### src/rtl/axis_switch_rr_pkg.sv
// Shared types and the round-robin pick helper for the axis_switch_rr slice.
package axis_sw_pkg;

  localparam int MAX_SI = 16;

  typedef enum logic [0:0] {
    ST_IDLE = 1'b0,
    ST_XFER = 1'b1
  } state_e;

  // First set request after last_grant, scanning upward modulo num_si.
  function automatic int unsigned rr_pick(input logic [MAX_SI-1:0] req,
                                          input int unsigned       last_grant,
                                          input int unsigned       num_si);
    int unsigned pick;
    int unsigned idx;
    logic        found;
    logic        hit;
    pick  = last_grant;
    found = 1'b0;
    for (int unsigned k = 1; k <= MAX_SI; k++) begin
      idx   = (last_grant + k) % num_si;
      hit   = !found && (k <= num_si) &&
              (((req >> idx) & {{(MAX_SI-1){1'b0}}, 1'b1}) != {MAX_SI{1'b0}});
      pick  = hit ? idx : pick;
      found = found | hit;
    end
    return pick;
  endfunction

endpackage

### src/rtl/axis_switch_rr_if.sv
// Bundle of N AXI4-Stream lanes; the switch uses N=NUM_SI on the slave side and N=1 on the master side.
interface axis_switch_rr_if #(
  parameter int N     = 1,
  parameter int DATAW = 24
);

  logic [N*DATAW-1:0]   tdata;
  logic [N-1:0]         tvalid;
  logic [N-1:0]         tready;
  logic [N-1:0]         tuser;
  logic [N-1:0]         tlast;
  logic [N-1:0]         tid;
  logic [N-1:0]         tdest;
  logic [N*DATAW/8-1:0] tstrb;
  logic [N*DATAW/8-1:0] tkeep;

  modport master (output tdata, tvalid, tuser, tlast, tid, tdest, tstrb, tkeep,
                  input  tready);

  modport slave  (input  tdata, tvalid, tuser, tlast, tid, tdest, tstrb, tkeep,
                  output tready);

endinterface

### src/rtl/axis_switch_rr_skid_buf.sv
// axis_skid_buf: 2-entry register slice; ready depends only on occupancy, so it breaks
// both the data and the ready path while keeping one beat per cycle.
module axis_skid_buf #(
  parameter int DATAW = 8
) (
  input  logic             clk,
  input  logic             srst,
  input  logic             in_valid,
  output logic             in_ready,
  input  logic [DATAW-1:0] in_data,
  output logic             out_valid,
  input  logic             out_ready,
  output logic [DATAW-1:0] out_data
);

  logic [1:0]       count_q, count_d;
  logic [DATAW-1:0] head_q, head_d, tail_q, tail_d;
  logic             push, pop;

  assign in_ready  = (count_q != 2'd2);
  assign out_valid = (count_q != 2'd0);
  assign out_data  = head_q;
  assign push      = in_valid & in_ready;
  assign pop       = out_valid & out_ready;

  always_comb begin
    count_d = count_q;
    head_d  = head_q;
    tail_d  = tail_q;
    case ({push, pop})
      2'b10: begin
        if (count_q == 2'd0) begin
          head_d = in_data;
        end else begin
          tail_d = in_data;
        end
        count_d = count_q + 2'd1;
      end
      2'b01: begin
        head_d  = tail_q;
        count_d = count_q - 2'd1;
      end
      2'b11: begin
        if (count_q == 2'd1) begin
          head_d = in_data;
        end else begin
          head_d = tail_q;
          tail_d = in_data;
        end
      end
      default: begin
        count_d = count_q;
      end
    endcase
  end

  always_ff @(posedge clk) begin
    if (srst) begin
      count_q <= 2'd0;
      head_q  <= {DATAW{1'b0}};
      tail_q  <= {DATAW{1'b0}};
    end else begin
      count_q <= count_d;
      head_q  <= head_d;
      tail_q  <= tail_d;
    end
  end

endmodule

### src/rtl/axis_switch_rr.sv
// axis_switch_rr: N-to-1 AXI4-Stream switch with packet-aware round-robin arbitration.
// Define AXIS_SW_OUTREG_EN to register all m_axis outputs through axis_skid_buf (+1 cycle).
module axis_switch_rr
  import axis_sw_pkg::*;
#(
  parameter  int NUM_SI = 3,
  parameter  int DATAW  = 24,
  localparam int IDXW   = $clog2(NUM_SI)
) (
  input  logic              aclk,
  input  logic              areset,
  input  logic [NUM_SI-1:0] s_en,
  axis_switch_rr_if.slave   s_axis,
  axis_switch_rr_if.master  m_axis,
  output logic [IDXW-1:0]   grant_idx,
  output logic              busy
);

  localparam int STRBW = DATAW / 8;

  state_e            state_q, state_d;
  logic [IDXW-1:0]   grant_q, grant_d;
  logic [IDXW-1:0]   last_grant_q, last_grant_d;
  logic              busy_q, busy_d;
  logic [NUM_SI-1:0] req;
  logic [NUM_SI-1:0] s_ready;
  logic [IDXW-1:0]   rr_next;
  logic              take;
  logic              beat_done;
  logic              sel_valid, sel_user, sel_last, sel_id, sel_dest;
  logic [DATAW-1:0]  sel_data;
  logic [STRBW-1:0]  sel_strb, sel_keep;

  assign req     = s_en & s_axis.tvalid;
  assign rr_next = IDXW'(rr_pick(MAX_SI'(req), 32'(last_grant_q), NUM_SI));

  // Granted-lane mux; held at zero outside XFER so nothing passes during arbitration.
  always_comb begin
    sel_valid = 1'b0;
    sel_user  = 1'b0;
    sel_last  = 1'b0;
    sel_id    = 1'b0;
    sel_dest  = 1'b0;
    sel_data  = {DATAW{1'b0}};
    sel_strb  = {STRBW{1'b0}};
    sel_keep  = {STRBW{1'b0}};
    if (state_q == ST_XFER) begin
      sel_valid = s_axis.tvalid[grant_q];
      sel_user  = s_axis.tuser[grant_q];
      sel_last  = s_axis.tlast[grant_q];
      sel_id    = s_axis.tid[grant_q];
      sel_dest  = s_axis.tdest[grant_q];
      sel_data  = s_axis.tdata[int'(grant_q)*DATAW +: DATAW];
      sel_strb  = s_axis.tstrb[int'(grant_q)*STRBW +: STRBW];
      sel_keep  = s_axis.tkeep[int'(grant_q)*STRBW +: STRBW];
    end else begin
      sel_valid = 1'b0;
    end
  end

  // Only the granted input sees ready, and only while transferring.
  always_comb begin
    s_ready = {NUM_SI{1'b0}};
    if (state_q == ST_XFER) begin
      s_ready[grant_q] = take;
    end else begin
      s_ready = {NUM_SI{1'b0}};
    end
  end

  assign s_axis.tready = s_ready;
  assign beat_done     = (state_q == ST_XFER) & sel_valid & take & sel_last;

  // Arbitration FSM: grant in IDLE, hold the grant until the tlast beat is accepted.
  always_comb begin
    state_d      = state_q;
    grant_d      = grant_q;
    last_grant_d = last_grant_q;
    busy_d       = busy_q;
    case (state_q)
      ST_IDLE: begin
        if (|req) begin
          grant_d = rr_next;
          busy_d  = 1'b1;
          state_d = ST_XFER;
        end else begin
          state_d = ST_IDLE;
        end
      end
      ST_XFER: begin
        if (beat_done) begin
          last_grant_d = grant_q;
          busy_d       = 1'b0;
          state_d      = ST_IDLE;
        end else begin
          state_d = ST_XFER;
        end
      end
      default: begin
        state_d = ST_IDLE;
        busy_d  = 1'b0;
      end
    endcase
  end

  // last_grant resets to NUM_SI-1 so input 0 wins the first arbitration.
  always_ff @(posedge aclk) begin
    if (areset) begin
      state_q      <= ST_IDLE;
      grant_q      <= {IDXW{1'b0}};
      last_grant_q <= IDXW'(NUM_SI - 1);
      busy_q       <= 1'b0;
    end else begin
      state_q      <= state_d;
      grant_q      <= grant_d;
      last_grant_q <= last_grant_d;
      busy_q       <= busy_d;
    end
  end

  assign grant_idx = grant_q;
  assign busy      = busy_q;

`ifdef AXIS_SW_OUTREG_EN
  localparam int PAYW = DATAW + 2*STRBW + 4;

  logic            skid_in_ready;
  logic            skid_valid;
  logic [PAYW-1:0] skid_out;

  assign take = skid_in_ready;

  axis_skid_buf #(.DATAW(PAYW)) u_skid (
    .clk       (aclk),
    .srst      (areset),
    .in_valid  (sel_valid),
    .in_ready  (skid_in_ready),
    .in_data   ({sel_data, sel_strb, sel_keep, sel_user, sel_last, sel_id, sel_dest}),
    .out_valid (skid_valid),
    .out_ready (m_axis.tready),
    .out_data  (skid_out)
  );

  assign m_axis.tvalid = skid_valid;
  assign {m_axis.tdata, m_axis.tstrb, m_axis.tkeep,
          m_axis.tuser, m_axis.tlast, m_axis.tid, m_axis.tdest} = skid_out;
`else
  assign take          = m_axis.tready;
  assign m_axis.tvalid = sel_valid;
  assign m_axis.tdata  = sel_data;
  assign m_axis.tstrb  = sel_strb;
  assign m_axis.tkeep  = sel_keep;
  assign m_axis.tuser  = sel_user;
  assign m_axis.tlast  = sel_last;
  assign m_axis.tid    = sel_id;
  assign m_axis.tdest  = sel_dest;
`endif

endmodule

### src/flat_wrapper.sv
// flat-port wrapper written by rule: the top's interface ports become plain ports
module axis_switch_rr_flat import axis_sw_pkg::*;
#(
  parameter  int NUM_SI = 3,
  parameter  int DATAW  = 24,
  localparam int IDXW   = $clog2(NUM_SI)
)
  (aclk, areset, s_en, grant_idx, busy, s_axis_tdata, s_axis_tvalid, s_axis_tuser, s_axis_tlast, s_axis_tid, s_axis_tdest, s_axis_tstrb, s_axis_tkeep, s_axis_tready, m_axis_tdata, m_axis_tvalid, m_axis_tuser, m_axis_tlast, m_axis_tid, m_axis_tdest, m_axis_tstrb, m_axis_tkeep, m_axis_tready);
  axis_switch_rr_if #(.N((3)), .DATAW(DATAW)) s_axis_i ();
  axis_switch_rr_if #(.N(1), .DATAW(DATAW)) m_axis_i ();
  input  logic aclk;
  input  logic areset;
  input  logic [NUM_SI-1:0] s_en;
  output logic [IDXW-1:0] grant_idx;
  output logic busy;
  input wire logic [$bits(s_axis_i.tdata)-1:0] s_axis_tdata;
  input wire logic [$bits(s_axis_i.tvalid)-1:0] s_axis_tvalid;
  input wire logic [$bits(s_axis_i.tuser)-1:0] s_axis_tuser;
  input wire logic [$bits(s_axis_i.tlast)-1:0] s_axis_tlast;
  input wire logic [$bits(s_axis_i.tid)-1:0] s_axis_tid;
  input wire logic [$bits(s_axis_i.tdest)-1:0] s_axis_tdest;
  input wire logic [$bits(s_axis_i.tstrb)-1:0] s_axis_tstrb;
  input wire logic [$bits(s_axis_i.tkeep)-1:0] s_axis_tkeep;
  output wire logic [$bits(s_axis_i.tready)-1:0] s_axis_tready;
  output wire logic [$bits(m_axis_i.tdata)-1:0] m_axis_tdata;
  output wire logic [$bits(m_axis_i.tvalid)-1:0] m_axis_tvalid;
  output wire logic [$bits(m_axis_i.tuser)-1:0] m_axis_tuser;
  output wire logic [$bits(m_axis_i.tlast)-1:0] m_axis_tlast;
  output wire logic [$bits(m_axis_i.tid)-1:0] m_axis_tid;
  output wire logic [$bits(m_axis_i.tdest)-1:0] m_axis_tdest;
  output wire logic [$bits(m_axis_i.tstrb)-1:0] m_axis_tstrb;
  output wire logic [$bits(m_axis_i.tkeep)-1:0] m_axis_tkeep;
  input wire logic [$bits(m_axis_i.tready)-1:0] m_axis_tready;
  assign s_axis_i.tdata = s_axis_tdata;
  assign s_axis_i.tvalid = s_axis_tvalid;
  assign s_axis_i.tuser = s_axis_tuser;
  assign s_axis_i.tlast = s_axis_tlast;
  assign s_axis_i.tid = s_axis_tid;
  assign s_axis_i.tdest = s_axis_tdest;
  assign s_axis_i.tstrb = s_axis_tstrb;
  assign s_axis_i.tkeep = s_axis_tkeep;
  assign s_axis_tready = s_axis_i.tready;
  assign m_axis_tdata = m_axis_i.tdata;
  assign m_axis_tvalid = m_axis_i.tvalid;
  assign m_axis_tuser = m_axis_i.tuser;
  assign m_axis_tlast = m_axis_i.tlast;
  assign m_axis_tid = m_axis_i.tid;
  assign m_axis_tdest = m_axis_i.tdest;
  assign m_axis_tstrb = m_axis_i.tstrb;
  assign m_axis_tkeep = m_axis_i.tkeep;
  assign m_axis_i.tready = m_axis_tready;
  axis_switch_rr #(.NUM_SI(NUM_SI), .DATAW(DATAW)) u_core (.aclk(aclk), .areset(areset), .s_en(s_en), .s_axis(s_axis_i), .m_axis(m_axis_i), .grant_idx(grant_idx), .busy(busy));
endmodule
### config.mk
export PLATFORM = sky130hd
export DESIGN_NAME = axis_switch_rr_flat
export DESIGN_NICKNAME = d
export VERILOG_FILES = /design/src/rtl/axis_switch_rr_pkg.sv /design/src/rtl/axis_switch_rr_if.sv /design/src/rtl/axis_switch_rr_skid_buf.sv /design/src/rtl/axis_switch_rr.sv /design/src/flat_wrapper.sv
export SDC_FILE = /design/constraint.sdc
export NUM_CORES = 1
export LEC_CHECK = 0
export ABC_AREA = 1
export CORE_MARGIN = 2
export CORE_UTILIZATION = 33
export CTS_CLUSTER_DIAMETER = 150
export DETAILED_ROUTE_END_ITERATION = 10
export HOLD_SLACK_MARGIN = 0.05
export PLACE_DENSITY = 0.95
export SYNTH_ARGS = -nofsm -noshare
export SYNTH_HDL_FRONTEND = slang
export SYNTH_SLANG_ARGS = --single-unit
### constraint.sdc
create_clock -name aclk -period 5.4 [get_ports aclk]
set_input_delay 0.81 -clock aclk [delete_from_list [all_inputs] [get_ports aclk]]
set_output_delay 0.81 -clock aclk [all_outputs]
set_load 0.005 [all_outputs]
==> flow_results.xml <==
<?xml version="1.0" encoding="UTF-8"?>
<metrics>
  <group name="placed_design">
    <metric name="dp_hpwl" unit="um">5171</metric>
    <metric name="io_buffers" unit="">151</metric>
    <metric name="placement.setup.worst_slack" unit="ps">1985</metric>
    <metric name="place.detailed.instances" unit="">517</metric>
    <metric name="globalplace.congestion" unit="">0.8525</metric>
    <metric name="detailed_place.area" unit="um^2">3115</metric>
  </group>
  <group name="synthesis">
    <metric name="muxShareOfSynthArea" unit="">0</metric>
    <metric name="synth_area_per_cell" unit="um^2">4.886</metric>
    <metric name="syn-instance-count" unit="">327</metric>
    <metric name="synth.distinct_cells" unit="">23</metric>
    <metric name="post_synth_and_or_nand_nor_area_fraction" unit="">0.6319</metric>
    <metric name="post_synthesis_cell_area" unit="um^2">1598</metric>
    <metric name="synth_compound_area_frac" unit="">0.04699</metric>
    <metric name="ys_ff_latch" unit="">6</metric>
    <metric name="yosys.area_share.adder" unit="">0.07831</metric>
    <metric name="cell_type_with_the_highest_aggregate_area_in_the_netlist" unit="">sky130_fd_sc_hd__nand2_1</metric>
    <metric name="synthDominantCellAreaShare" unit="">0.3101</metric>
    <metric name="mappedNetlistNets" unit="">448</metric>
    <metric name="ys_seq_area_frac" unit="">0.07518</metric>
    <metric name="synth_xor_area_frac" unit="">0</metric>
    <metric name="yosys_warnings" unit="">0</metric>
    <metric name="dominant_combinational_cell_family_by_area_after_synthesis" unit="">simple AND/OR/NAND/NOR gates</metric>
    <metric name="ys_top_cells_by_area" unit="">sky130_fd_sc_hd__nand2_1, sky130_fd_sc_hd__nand3_1, sky130_fd_sc_hd__inv_1</metric>
  </group>
  <group name="finish">
    <metric name="stdcell_area" unit="um^2">3172</metric>
    <metric name="diodes" unit="">0</metric>
    <metric name="flow.area_growth_from_synthesis" unit="%">98.51</metric>
    <metric name="layout.cells.non_filler" unit="">521</metric>
    <metric name="post_route_cells_drive_above_1_share" unit="">0.04069</metric>
    <metric name="nets" unit="">590</metric>
  </group>
  <group name="critical_path">
    <metric name="timing.critical_path.to_type" unit="">output port</metric>
    <metric name="timing.setup.critical_path_class" unit="">flip-flop to output port</metric>
    <metric name="critPathMaxFanout" unit="">35</metric>
    <metric name="worst_ep_required_time" unit="ps">4590</metric>
    <metric name="critical_path_arrival" unit="ps">2680</metric>
    <metric name="setup.worst_path.start_class" unit="">flip-flop</metric>
  </group>
  <group name="global_routing">
    <metric name="groute.layer.met1.usage" unit="">0.2572</metric>
    <metric name="globalRoute.totalOverflow" unit="">0</metric>
    <metric name="grt_first_pass_wirelength" unit="um">10360</metric>
    <metric name="grt_max_degree" unit="">37</metric>
    <metric name="grt_antenna_before_repair" unit="">0</metric>
    <metric name="grt_use_met3" unit="">0.04390</metric>
    <metric name="gr-usage-all-layers" unit="">0.2370</metric>
    <metric name="routing_usage_on_met2" unit="">0.4563</metric>
    <metric name="first_global_vias" unit="">2340</metric>
    <metric name="top_usage_layer" unit="">met2</metric>
  </group>
  <group name="sta">
    <metric name="finalWorstPathRequiredPeriod" unit="ps">3495</metric>
    <metric name="setup_tns" unit="ps">0</metric>
    <metric name="final_hold_violation_count" unit="">0</metric>
    <metric name="timing.slew.headroom" unit="">0.4583</metric>
    <metric name="rsz0062_at_grt" unit="">false</metric>
    <metric name="clock.fmax" unit="GHz">0.2862</metric>
    <metric name="worst_slack" unit="ps">1905</metric>
    <metric name="min_period_over_period" unit="">0.6471</metric>
    <metric name="finalSetupViolations" unit="">0</metric>
    <metric name="skew" unit="ps">1.590</metric>
    <metric name="max_slew_violations" unit="">0</metric>
    <metric name="tightest_slew" unit="ps">811.4</metric>
  </group>
  <group name="route">
    <metric name="drtAntennaViolNets" unit="">0</metric>
    <metric name="initialDrtViolationCount" unit="">104</metric>
    <metric name="wl" unit="um">6681</metric>
    <metric name="remaining_drc_errors" unit="">0</metric>
    <metric name="route.vias.total" unit="">2582</metric>
    <metric name="vias_per_cell" unit="">4.956</metric>
    <metric name="detailedRoute.firstPassIterationCount" unit="">4</metric>
    <metric name="post_drt_wl_per_cell" unit="um">12.82</metric>
  </group>
  <group name="clock_network">
    <metric name="tritoncts_num_sinks" unit="">6</metric>
    <metric name="post_cts_hold_buffer_count" unit="">0</metric>
    <metric name="cts.root.buffer_cell" unit="">sky130_fd_sc_hd__clkbuf_8</metric>
    <metric name="tritoncts.num_buffers" unit="">3</metric>
    <metric name="cts_resizes" unit="">0</metric>
    <metric name="clk_pin_slew_worst_paths" unit="ps">30</metric>
    <metric name="cts_tree" unit="">done</metric>
    <metric name="ctsLongestPathBuffers" unit="">2</metric>
    <metric name="cts_setup_buffers" unit="">0</metric>
    <metric name="h_tree_depth_reported_by_cts" unit="">1</metric>
    <metric name="insertion_delay" unit="ps">220</metric>
  </group>
  <group name="outcome">
    <metric name="outcome" unit="">finished clean</metric>
  </group>
  <group name="die">
    <metric name="core_rows" unit="">25</metric>
    <metric name="die_h" unit="um">73.58</metric>
    <metric name="floorplan.core_area" unit="um^2">4692</metric>
    <metric name="die_w" unit="um">73.58</metric>
    <metric name="fp.dieArea" unit="um^2">5414</metric>
    <metric name="initial_utilization" unit="">0.3405</metric>
    <metric name="total_i_o_pin_count" unit="">152</metric>
  </group>
  <group name="pwr">
    <metric name="static-leakage-power" unit="nW">1.607</metric>
    <metric name="power.ir.vdd_worst" unit="uV">164.3</metric>
    <metric name="power-per-cell-area" unit="nW/um^2">135.9</metric>
    <metric name="post-layout-total-power" unit="W">0.0004310</metric>
  </group>
  <group name="min_path">
    <metric name="holdCritPathClass" unit="">flip-flop to flip-flop</metric>
  </group>
  <group name="job">
    <metric name="drv_cap" unit="">0</metric>
  </group>
</metrics>
path summary, 6_finish.rpt:
check / slack [ps] / to / depth (start not counted) / from
worst max register to register: 2980 / u_core.grant_idx[0]$_SDFFE_PP0P_ / 14 / u_core.last_grant_q[1]$_SDFFE_PP1P_
worst min register to register: 470 / u_core.busy$_SDFFE_PP0P_ / 2 / u_core.busy$_SDFFE_PP0P_
worst min-delay path: 470 / u_core.busy$_SDFFE_PP0P_ / 2 / u_core.busy$_SDFFE_PP0P_
worst max-delay path: 1910 / m_axis_tlast / 9 / u_core.grant_idx[0]$_SDFFE_PP0P_
cell usage after synthesis, drive strengths merged:
cell and number:
nor2 8, ha 10, nand3 86, inv 51, clkbuf 6, o211ai 1, nor3 2, a21oi 6
o21ai 4, a31o 1, nand2 134, buf 11, nand4 1, dfxtp 6
stage by stage:
step	hold slack, ps	util
floorplan	450.9	-
global placement	449.6	0.6640
detailed placement	457.2	0.6640
CTS	471.8	0.6728
global route	524.4	0.6760
finish	467.2	0.6760
cells by family after synthesis:
| kind of cell | Yosys count |
|---|---|
| AO/OA/AOI/OAI | 12 |
| flip-flops | 6 |
| buffers and inverters | 68 |
| adder cells (fa/ha/maj) | 10 |
| AND/OR/NAND/NOR | 231 |
worst max-delay path: stages, from the launching register on:
cell	delay (ps)
sky130_fd_sc_hd__dfxtp_1	840
sky130_fd_sc_hd__buf_4	380
sky130_fd_sc_hd__inv_1	90
sky130_fd_sc_hd__nand2_1	110
sky130_fd_sc_hd__inv_2	240
sky130_fd_sc_hd__nand2_1	130
sky130_fd_sc_hd__nand3_1	70
sky130_fd_sc_hd__nand2_1	70
sky130_fd_sc_hd__inv_2	60
sky130_fd_sc_hd__clkdlybuf4s50_1	460
cell usage in the layout (no fill, tap or decap):
| cell type | n |
|---|---|
| sky130_fd_sc_hd__buf_4 | 2 |
| sky130_fd_sc_hd__clkdlybuf4s50_1 | 151 |
| sky130_fd_sc_hd__inv_2 | 5 |
| sky130_fd_sc_hd__nand2_1 | 132 |
| sky130_fd_sc_hd__nand4_1 | 1 |
| sky130_fd_sc_hd__nor2_2 | 1 |
| sky130_fd_sc_hd__o21ai_1 | 1 |
| sky130_fd_sc_hd__ha_1 | 10 |
| sky130_fd_sc_hd__o21ai_2 | 1 |
| sky130_fd_sc_hd__o21ai_0 | 2 |
| sky130_fd_sc_hd__nor3_1 | 2 |
| sky130_fd_sc_hd__clkbuf_8 | 3 |
| sky130_fd_sc_hd__nor2_1 | 7 |
| sky130_fd_sc_hd__buf_8 | 1 |
| sky130_fd_sc_hd__a31o_2 | 1 |
| sky130_fd_sc_hd__nand2_2 | 1 |
| sky130_fd_sc_hd__inv_1 | 46 |
| sky130_fd_sc_hd__nand3_2 | 1 |
| sky130_fd_sc_hd__nand3_1 | 84 |
| sky130_fd_sc_hd__nand2_4 | 1 |
| sky130_fd_sc_hd__nand3_4 | 1 |
| sky130_fd_sc_hd__dfxtp_1 | 6 |
| sky130_fd_sc_hd__o211ai_2 | 1 |
| sky130_fd_sc_hd__a21oi_1 | 6 |
routing by layer:
metal  vias to the layer above  share of wire
met3                        12          0.082
met1                      1140           0.39
li1                       1307              -
met5                         -              0
met2                       123           0.51
met4                         0          0.016
sequential cells by signal, indices dropped and copies added, names as in the netlist:
| name | count |
|---|---|
| u_core.busy | 1 |
| u_core.last_grant_q | 2 |
| u_core.grant_idx | 2 |
| u_core.state_q | 1 |
power by group:
part	leakage [nW]	switching, W	internal (W)	total [W]
Clock	0.0216	0.0000189	0.0000478	0.0000667
Sequential	0.0493	0.0000110	0.0000481	0.0000591
Combinational	1.54	0.000133	0.000173	0.000305
Total	1.61	0.000162	0.000268	0.000431
area by class of cell:
class,count,area [um^2]
Sequential cell,6,120.1
Inverter,51,191.4
Timing Repair Buffer,154,1541
Tap cell,54,67.56
Multi-Input combinational cell,253,1210
Clock buffer,3,41.29
Fill cell,396,1520
Power figures use the tool's default switching activity.
